===== config.mk =====
export PLATFORM = sky130hd
export DESIGN_NAME = ustream_accum
export DESIGN_NICKNAME = d
export VERILOG_FILES = /design/src/rtl/ustream_accum.sv
export SDC_FILE = /design/constraint.sdc
export NUM_CORES = 1
export LEC_CHECK = 0
export CAP_MARGIN = 5
export CORE_MARGIN = 8
export CORE_UTILIZATION = 40
export CTS_CLUSTER_SIZE = 16
export DETAILED_ROUTE_END_ITERATION = 7
export GPL_ROUTABILITY_DRIVEN = 1
export PLACE_DENSITY = 0.61
export SLEW_MARGIN = 20
export SYNTH_ARGS = -nofsm -noshare
export SYNTH_HDL_FRONTEND = slang
export SYNTH_SLANG_ARGS = --single-unit

===== constraint.sdc =====
create_clock -name clk -period 1.6 [get_ports clk]
set_input_delay 0.4 -clock clk [delete_from_list [all_inputs] [get_ports clk]]
set_output_delay 0.4 -clock clk [all_outputs]
set_load 0.05 [all_outputs]

===== src/rtl/ustream_accum.sv =====
// ustream_accum: counts the ones in a fixed window of 2^(BW+1) valid bits of a
// unary bitstream. An optional warm-up drops the first WARMUP valid bits after
// start. The result is then held until the consumer completes the handshake.
module ustream_accum #(
    parameter int unsigned BW     = 5,
    parameter int unsigned WARMUP = 0
) (
    input  logic          clk,
    input  logic          rst_n,
    input  logic          start,
    input  logic          in_valid,
    input  logic          in,
    output logic          busy,
    output logic          out_valid,
    input  logic          out_ready,
    output logic [BW+1:0] out
);

    localparam int unsigned AccW  = BW + 2;
    localparam int unsigned CntW  = BW + 1;
    localparam int unsigned WarmW = 16;
    // Index of the last warm-up bit; unused when WARMUP is zero.
    localparam logic [WarmW-1:0] WarmLast = WarmW'(WARMUP - 1);

    typedef enum logic [1:0] {StIdle, StWarm, StAcc, StHold} state_e;

    state_e            state_q, state_d;
    logic [WarmW-1:0]  warm_q, warm_d;
    logic [CntW-1:0]   cnt_q, cnt_d;
    logic [AccW-1:0]   acc_q, acc_d;

    logic warm_last;
    logic cnt_last;

    assign warm_last = (warm_q == WarmLast);
    // All-ones sample counter means this valid bit closes the window.
    assign cnt_last  = &cnt_q;

    // State register with synchronous active-low reset.
    always_ff @(posedge clk) begin
        if (!rst_n) begin
            state_q <= StIdle;
        end else begin
            state_q <= state_d;
        end
    end

    // Next-state logic.
    always_comb begin
        state_d = state_q;
        unique case (state_q)
            StIdle: begin
                if (start) begin
                    state_d = (WARMUP > 0) ? StWarm : StAcc;
                end
            end
            StWarm: begin
                if (in_valid && warm_last) begin
                    state_d = StAcc;
                end
            end
            StAcc: begin
                if (in_valid && cnt_last) begin
                    state_d = StHold;
                end
            end
            StHold: begin
                if (out_ready) begin
                    state_d = StIdle;
                end
            end
            default: state_d = StIdle;
        endcase
    end

    // Counter and accumulator next values; all cleared when a start is accepted.
    always_comb begin
        warm_d = warm_q;
        cnt_d  = cnt_q;
        acc_d  = acc_q;
        unique case (state_q)
            StIdle: begin
                if (start) begin
                    warm_d = '0;
                    cnt_d  = '0;
                    acc_d  = '0;
                end
            end
            StWarm: begin
                if (in_valid) begin
                    warm_d = warm_q + WarmW'(1);
                end
            end
            StAcc: begin
                if (in_valid) begin
                    // Wraps to zero on the window-closing bit.
                    cnt_d = cnt_q + CntW'(1);
                    acc_d = acc_q + AccW'(in);
                end
            end
            StHold: begin
                // Result frozen until the handshake.
            end
            default: begin
                warm_d = '0;
                cnt_d  = '0;
                acc_d  = '0;
            end
        endcase
    end

    // Counter and accumulator registers with synchronous active-low reset.
    always_ff @(posedge clk) begin
        if (!rst_n) begin
            warm_q <= '0;
            cnt_q  <= '0;
            acc_q  <= '0;
        end else begin
            warm_q <= warm_d;
            cnt_q  <= cnt_d;
            acc_q  <= acc_d;
        end
    end

    // Outputs decoded from registered state; out shows the live accumulator.
    always_comb begin
        busy      = (state_q == StWarm) || (state_q == StAcc);
        out_valid = (state_q == StHold);
        out       = acc_q;
    end

endmodule


==> impl_results.md <==
* Worst skew pair latency at 0.28 ns
* Largest net degree at the start of global routing at 15
* Final worst path period share at 0.997
* Crit path DAT at ~1.8 ns
* Total GRT Usage at 0.121
* Post-Syn Area at ~0.0015 sq mm
* Critical path class: flop to flop
* Final hold violation count at 0
* Worst slew pin tran at 0.321 ns
* Yosys reg bits at 31
* Port Buffers at 14
* Status: finished, final reports clean
* DRT iter0 DRCs at 35
* Final Max Tran Viols at 0
* TritonCTS sink count at 31
* Area leader, netlist: dfxtp_1
* Synth warnings at 0
* Gr ovfl total at 0
* Row cnt at 22
* Worst Hold Class: flop to flop
* Final setup viols at 0
* Layout Nets at roughly 230
* Final min period at 1.60 ns
* Final setup skew at 0.00329 ns
* Die Wd at roughly 78 um
* Top cell type's share of synthesized area at 0.407
* Hold path startpoint: warm_q[1]$_SDFFE_PN0P_
* Crit path launch: state_q[0]$_SDFFE_PN0P_
* Vias in the first global route at between 1,000 and 1,500
* Delay of the slowest critical-path stage at between 0.3 and 0.4 ns
* Slowest stage cell, crit path: or3_4
* P per Cell Area at around 990 mW/mm^2
* Synth area leaders: dfxtp_1 (41%), ha_1 (7.4%), nor2_1 (5.2%)
* CTS tree: done
* Core ar. at between 0.003 and 0.004 sq mm
* Area delta synth->final at 52.6%
* Clock Tree Root: clkbuf_8
* RSZ-0062 raised after global routing: true
* Ant diodes at 0
* Synthesized instance count at 170
* Hold Buf Count CTS at 0
* Die H at 77.8 um
* CTS Buffer Depth at 2
* Critical Path End Type: flop
* Routed Antenna Nets at 0
* Drt wl/cell at around 14 um
* Max_cap viols at 0
* Util after Layout at 0.636
* CP Launch Type: flop
* Vias at about 1,400
* Syn avg cell area at about 9.0 sq um
* Distinct cells, synth at 31
* DIE AREA at a little over 0.006 sq mm
* Worst r2r src: state_q[0]$_SDFFE_PN0P_
* CP Max Fanout at 8
* P_leak at approximately 0.00085 uW
* Initial core utilization at 0.417
* Worst relative slew slack at 0.786
* Area after DPL at between 0.002 and 0.0025 sq mm
* Worst-path clk slew at around 0.060 ns
* Antenna violations before repair at 0
* Fin Setup TNS at 0 ns
* Pre-Repair DR Iteration Count at 4
* Fmax at between 600 and 700 MHz
* TritonCTS buffer count at 5
* IO Pins at 15
* Dpl hpwl at 2.61 mm
* Syn_nets at about 190
* Vias per inst at roughly 5.2
* Placer Congestion at between 0.7 and 0.8
* Post-Route WL at ~3.7 mm
* VDD IR max at between 0.4 and 0.5 mV
* WP data required at 1.81 ns
* Proportion of layout cells with a drive suffix above 1 at 0.417
* Seq/Total Area, Yosys at 0.407
* Htree depth at 2
* Layout fillers at 280
* Design area at roughly 0.0023 sq mm
* First-pass GRT wire length at between 6 and 7 mm
* Residual DRC at 0
* Hold Slack at 0.489 ns
* Crit path cell chain: buf_6 > ha_4 > mux2_4 > nand4_4 > or3_4 > a21oi_2
==> through the flow <==
stage               setup slack (ns)  instances  total power [uW]
detailed placement            -0.370        252              1550
finish                       0.00439        266              2310
CTS                         -0.00363        262              2280
global route                 -0.0467        266              2420
global placement              -0.327        252              1540
floorplan                   0.000642        170              1260
==> layer usage <==
layer,GRT usage,routed length [um],vias to the layer above
li1,-,-,699
met1,0.133,1640,665
met2,0.210,1910,12
met3,0.0369,96,5
met4,0.0547,49,0
met5,0,0,-
==> cells in the mapped netlist (all sizes together) <==
master	n
a21o	1
and2	1
and4	1
nand2	11
a21oi	12
nor2b	1
nand2b	2
xor2	8
buf	1
a22oi	3
o21ai	13
nand3	9
ha	9
mux2i	1
nand4	9
mux2	2
or3	8
nor3	5
inv	5
dfxtp	31
nor2	21
clkbuf	1
a311oi	1
nand3b	1
o31ai	1
xnor2	8
and3	4
==> power breakdown <==
group          internal, uW  switching [uW]
combinational           412             391
sequential              804            33.1
clock                   392             281
==> layout make-up <==
type	count	area [sq um]	area share
Tap cell	48	60.1	0.0258
Sequential cell	31	633	0.272
Clock buffer	8	100	0.0430
Inverter	5	23.8	0.0102
Multi-Input combinational cell	132	1040	0.447
Timing Repair Buffer	42	472	0.202
==> repair_timing <==
action,in CTS,in global routing
setup buffers,2,4
pin swaps,11,16
gates resized for setup,19,28
endpoints found under the setup margin,17,16
==> flip-flops by register name (all words and copies together) (netlist names) <==
register  flops
state_q       2
cnt_q         6
warm_q       16
out           7
==> cells in the final DEF (no fill, tap or decap), types with 2 or more instances in the layout <==
cell,n
clkbuf_8,7
ha_2,3
nor3_2,3
nand4_4,2
clkdlybuf4s50_1,2
o21ai_0,11
xnor2_1,8
ha_4,4
nand4_1,7
dfxtp_2,7
a21oi_2,4
nand2_2,2
and3_4,2
a21oi_1,8
inv_1,3
xor2_1,8
dlymetal6s2s_1,2
dfxtp_1,23
nor2_1,19
mux2_4,2
inv_4,2
or3_1,5
nand2_1,8
nand3_2,2
buf_4,23
and3_1,2
buf_12,10
buf_6,4
or3_4,3
nor3_1,2
ha_1,2
nand3_1,6
nor2_2,2
a22oi_1,3
==> path summary, 6_finish.rpt <==
check,endpoint,slack (ns),depth (start not counted)
min,warm_q[1]$_SDFFE_PN0P_,0.49,2
max reg2reg,warm_q[7]$_SDFFE_PN0P_,0.004,6
min reg2reg,warm_q[1]$_SDFFE_PN0P_,0.49,2
max,warm_q[7]$_SDFFE_PN0P_,0.004,6
==> cell families after synthesis <==
group	Yosys count	synth area share
simple gates	73	0.262
compound gates	31	0.122
flops	31	0.407
xor+xnor	16	0.0918
fa+ha+maj	9	0.0738
buf+inv	7	0.0197
mux	3	0.0238
==> worst max-delay path: cells and delay by family (launching register included) <==
kind / cells / cell delay (ns)
AO/OA/AOI/OAI: 1 / 0.16
AND/OR/NAND/NOR: 2 / 0.50
adder cells (fa/ha/maj): 1 / 0.17
buffers and inverters: 1 / 0.12
flip-flops: 1 / 0.34
multiplexers: 1 / 0.23
No activity file was read; power rests on OpenSTA's default activity.
